===== config.mk =====
export PLATFORM = sky130hd
export DESIGN_NAME = aes_128_input_framer
export DESIGN_NICKNAME = d
export VERILOG_FILES = /design/src/rtl/aes_128_input_framer.sv
export SDC_FILE = /design/constraint.sdc
export NUM_CORES = 1
export LEC_CHECK = 0
export CAP_MARGIN = 20
export CELL_PAD_IN_SITES_DETAIL_PLACEMENT = 1
export CELL_PAD_IN_SITES_GLOBAL_PLACEMENT = 1
export CORE_MARGIN = 4
export CORE_UTILIZATION = 50
export CTS_BUF_LIST = sky130_fd_sc_hd__clkbuf_4 sky130_fd_sc_hd__clkbuf_8
export CTS_CLUSTER_SIZE = 10
export DETAILED_ROUTE_END_ITERATION = 10
export DONT_BUFFER_PORTS = 1
export PLACE_DENSITY = 0.74
export SLEW_MARGIN = 30
export SYNTH_ARGS = -nofsm -noshare
export SYNTH_HDL_FRONTEND = slang
export SYNTH_SLANG_ARGS = --single-unit

===== constraint.sdc =====
create_clock -name clk -period 19.2 [get_ports clk]
set_clock_uncertainty 0.15 [all_clocks]
set_input_delay 4.8 -clock clk [delete_from_list [all_inputs] [get_ports clk]]
set_output_delay 4.8 -clock clk [all_outputs]
set_load 0.05 [all_outputs]

===== src/rtl/aes_128_input_framer.sv =====
// Packs four 32-bit words into a 128-bit block and launches it with a 2-cycle in_en strobe to the AES core.
// Launch 2 cycles after the 4th word when the core is idle; s_ready drops while a full block waits in staging.
module aes_128_input_framer (
    input  logic         clk,
    input  logic         kill,
    input  logic         flush,
    input  logic [31:0]  s_data,
    input  logic         s_valid,
    output logic         s_ready,
    input  logic         busy,
    output logic [127:0] block_out,
    output logic         in_en,
    output logic [15:0]  launch_cnt,
    output logic         ack_timeout_err
);

    typedef enum logic [2:0] {FILL, READY, L1, L2, ACK} state_t;

    state_t         r_state;
    state_t         w_next;
    logic [127:0]   r_stage;
    logic [127:0]   r_block;
    logic [1:0]     r_wd_cnt;
    logic           r_stage_full;
    logic [15:0]    r_launch_cnt;
    logic           r_err;
    logic [2:0]     r_ack_cnt;
    logic           w_xfer;
    logic           w_launch;
    logic           w_timeout;

    assign s_ready         = !r_stage_full && !kill && !flush;
    assign w_xfer          = s_valid && s_ready;
    assign in_en           = ((r_state == L1) || (r_state == L2)) && !kill;
    assign block_out       = r_block;
    assign launch_cnt      = r_launch_cnt;
    assign ack_timeout_err = r_err;

    always_ff @(posedge clk or posedge kill) begin
        if (kill) r_state <= FILL;
        else      r_state <= w_next;
    end

    always_comb begin
        w_next    = r_state;
        w_launch  = 1'b0;
        w_timeout = 1'b0;
        case (r_state)
            FILL:  if (r_stage_full) w_next = READY;
            READY: if (!busy) begin
                       w_next   = L1;
                       w_launch = 1'b1;
                   end
            L1:    w_next = L2;
            L2:    w_next = ACK;
            ACK:   if (busy) begin
                       w_next = FILL;
                   end else if (r_ack_cnt == 3'd7) begin
                       w_next    = FILL;
                       w_timeout = 1'b1;
                   end
            default: w_next = FILL;
        endcase
        // An in-flight strobe must complete so the core never sees a truncated launch.
        if (flush && (r_state != L1) && (r_state != L2)) begin
            w_next    = FILL;
            w_launch  = 1'b0;
            w_timeout = 1'b0;
        end
    end

    always_ff @(posedge clk or posedge kill) begin
        if (kill) begin
            r_stage      <= '0;
            r_block      <= '0;
            r_wd_cnt     <= '0;
            r_stage_full <= 1'b0;
            r_launch_cnt <= '0;
            r_err        <= 1'b0;
            r_ack_cnt    <= '0;
        end else begin
            if (flush) begin
                r_wd_cnt     <= '0;
                r_stage_full <= 1'b0;
            end else if (w_launch) begin
                r_stage_full <= 1'b0;
            end else if (w_xfer) begin
                case (r_wd_cnt)
                    2'd0:    r_stage[127:96] <= s_data;
                    2'd1:    r_stage[95:64]  <= s_data;
                    2'd2:    r_stage[63:32]  <= s_data;
                    default: r_stage[31:0]   <= s_data;
                endcase
                r_wd_cnt <= r_wd_cnt + 2'd1;
                if (r_wd_cnt == 2'd3) r_stage_full <= 1'b1;
            end

            if (w_launch) begin
                r_block      <= r_stage;
                r_launch_cnt <= r_launch_cnt + 16'd1;
            end

            if (flush)          r_err <= 1'b0;
            else if (w_timeout) r_err <= 1'b1;

            // Counts idle-core cycles spent waiting in ACK; restarts on every entry.
            if ((r_state == ACK) && (w_next == ACK)) r_ack_cnt <= r_ack_cnt + 3'd1;
            else                                     r_ack_cnt <= '0;
        end
    end

endmodule


==> flow_summary.json <==
{
  "power_w": 0.001821,
  "cts_tree": "yes",
  "syn2layout_area_growth_pct": 10.67,
  "dr.pass1.iters": 4,
  "setup_slack_ns": 8.769,
  "track_usage": 0.1873,
  "root_buffer": "clkbuf_8",
  "antenna_found_initial": 0,
  "synthFlopType": "dfrtp_1",
  "cp_max_fo": 4,
  "fp-row-count": 53,
  "core_area_sq_mm": 0.02115,
  "dp_hpwl_um": 14160,
  "gp_congestion": 0.8080,
  "cts.clk_slew.worst_paths_ns": 0.06,
  "critPathSlowestCell": "nor3b_2",
  "ys_ff_latch": 282,
  "power_density_mw_per_mm2": 151.7,
  "cap_violations": 0,
  "numCtsBuffers": 46,
  "synth_top_area_cell": "dfrtp_1",
  "hold_path_class": "reg -> reg",
  "setup_violations": 0,
  "clock-sinks": 282,
  "cts_max_path_buffers": 3,
  "die-width_um": 155.3,
  "grt_pass1_vias": 6314,
  "period_share": 0.5433,
  "cp_num_cells": 1,
  "syn-mean-instance-area_sq_um": 16.53,
  "num-fill-cells": 1954,
  "arrival_ns": 5.48,
  "status": "completed",
  "critPathBufInv": 0,
  "cts_hold_buffers": 0,
  "layout.nets": 725,
  "peakVddDrop_mv": 0.08775,
  "rsz0062_at_grt": "no",
  "netlist_top_cells_area": "dfrtp_1 65%, mux2_2 17%, mux2_1 9.3%",
  "detail_route.wl_per_cell_um": 22.55,
  "end_kind": "primary output",
  "yosys-top-cells-count": "282 x dfrtp_1, 167 x mux2_2, 90 x mux2_1",
  "dp_slack_ns": 8.761,
  "finalHoldViolCount": 0,
  "synth.distinct_cells": 37,
  "critPathMaxStageDelay_ns": 0.68,
  "finalWirelength_um": 22300,
  "viasPerCell": 5.479,
  "drt.antenna.violating_nets": 0,
  "hp-start": "r_ack_cnt[0]",
  "hold-path-cell-count": 1,
  "cp-start-kind": "input port",
  "regToRegStartpoint": "r_state[1]",
  "yosys.area.top_type_share": 0.6506,
  "ioPinCount": 184,
  "yosysMostFrequentCell": "dfrtp_1",
  "critPathKind": "in -> out",
  "htreeDepth": 2,
  "syn_nets": 701,
  "fin_crit_ns": 10.43,
  "syn_inst": 656,
  "fin_tns_setup_ns": 0,
  "r2r_cells": 5,
  "critPathTopFamily": "simple AND/OR/NAND/NOR gates",
  "die_area_sq_mm": 0.02411,
  "io_buffers": 0,
  "dr_total_vias": 5419,
  "die_h_um": 155.3,
  "p_leak_nw": 6.013,
  "postCtsSetupBuffers": 0,
  "worst_slew_pin_slew_ns": 0.8585,
  "slew_headroom": 0.4252,
  "setup.worst_path.start": "kill",
  "start_util": 0.5127,
  "fin_cells": 989,
  "drive_gt1_frac": 0.3711,
  "timing.hold.ws_ns": 0.2892,
  "drc_errors": 0,
  "yosysWarningCount": 0,
  "dp_cells": 907,
  "synth-edff-count": 0,
  "max_freq_ghz": 0.09587,
  "cp_cell_sequence": "nor3b_2",
  "worstPathRequired_ns": 14.25,
  "grt_max_degree": 136,
  "cts-resized-gates": 0,
  "drtIter0Drc": 210,
  "yosysSeqAreaShare": 0.6506,
  "syn_area_sq_mm": 0.01085,
  "clkLatencyLatePin_ns": 0.53,
  "antenna_cells": 0,
  "synthArstFlopShare": 1.000,
  "grt_pass1_wl_um": 35820,
  "slew_violations": 0,
  "overflow": 0
}
final timing paths:
path	slack, ns	endpoint
max in group asynchronous	12.93	r_stage[38]
setup reg to reg	15.34	block_out[16]
setup / recovery	8.77	in_en
hold / removal	0.29	r_ack_cnt[0]
min in group asynchronous	4.03	ack_timeout_err
hold reg to reg	0.29	r_ack_cnt[0]
kinds of logic after synthesis:
group,Yosys count,synth area share
XOR/XNOR,16,0.01292
flip-flops,282,0.6506
adder cells (fa/ha/maj),8,0.009229
AO/OA/AOI/OAI,4,0.002192
buffers and inverters,33,0.02538
AND/OR/NAND/NOR,55,0.03195
multiplexers,258,0.2677
placed cells by master, fill, tap and decap left out, drive strengths merged, types with 3 or more instances in the layout:
master  Yosys  final
xnor2      11     11
nor3        5      5
inv         4      3
ha          8      8
nor2        9      9
nand2       9      9
clkinv      0      7
dfrtp     282    282
clkbuf      1     76
buf        28      5
and3        4      4
nand3       6      6
mux2      257    257
nor4        3      3
nand4       4      4
xor2        5      5
power breakdown:
part           internal, W  switching (W)  total [W]  leakage, nW
registers         0.000734       0.000384    0.00112         3.74
logic             0.000102      0.0000681   0.000170         1.74
clock network     0.000310       0.000224   0.000533        0.528
total              0.00115       0.000676    0.00182         6.01
state kept, by name, indices dropped and copies added, names as in the netlist:
register         flops
r_ack_cnt            3
r_stage            128
ack_timeout_err      1
r_wd_cnt             2
r_state              3
launch_cnt          16
r_stage_full         1
block_out          128
per-stage QoR:
step / cell area (sq um) / util
3_5_place_dp: 11010 / 0.5205
4_1_cts: 11990 / 0.5666
3_3_place_gp: 10990 / 0.5195
6_report: 12000 / 0.5675
2_1_floorplan: 10850 / -
5_1_grt: 12000 / 0.5675
cell type report:
type,count,area (sq um),area share
well taps,275,344.1,0.02866
multi-input cells,341,3558,0.2964
clock buffers,76,945.9,0.07880
inverters,4,27.53,0.002293
clock inverters,6,30.03,0.002502
flip-flops and latches,282,7057,0.5879
repair buffers,5,41.29,0.003440
metal layers:
layer | vias to the layer above | track usage | wire length, um
li1 | 2355 | - | -
met1 | 2880 | 0.2218 | 8508
met2 | 151 | 0.3160 | 11380
met3 | 33 | 0.07844 | 2021
met4 | 0 | 0.05211 | 399
met5 | - | 0 | 0
No activity file was read; power rests on OpenSTA's default activity.
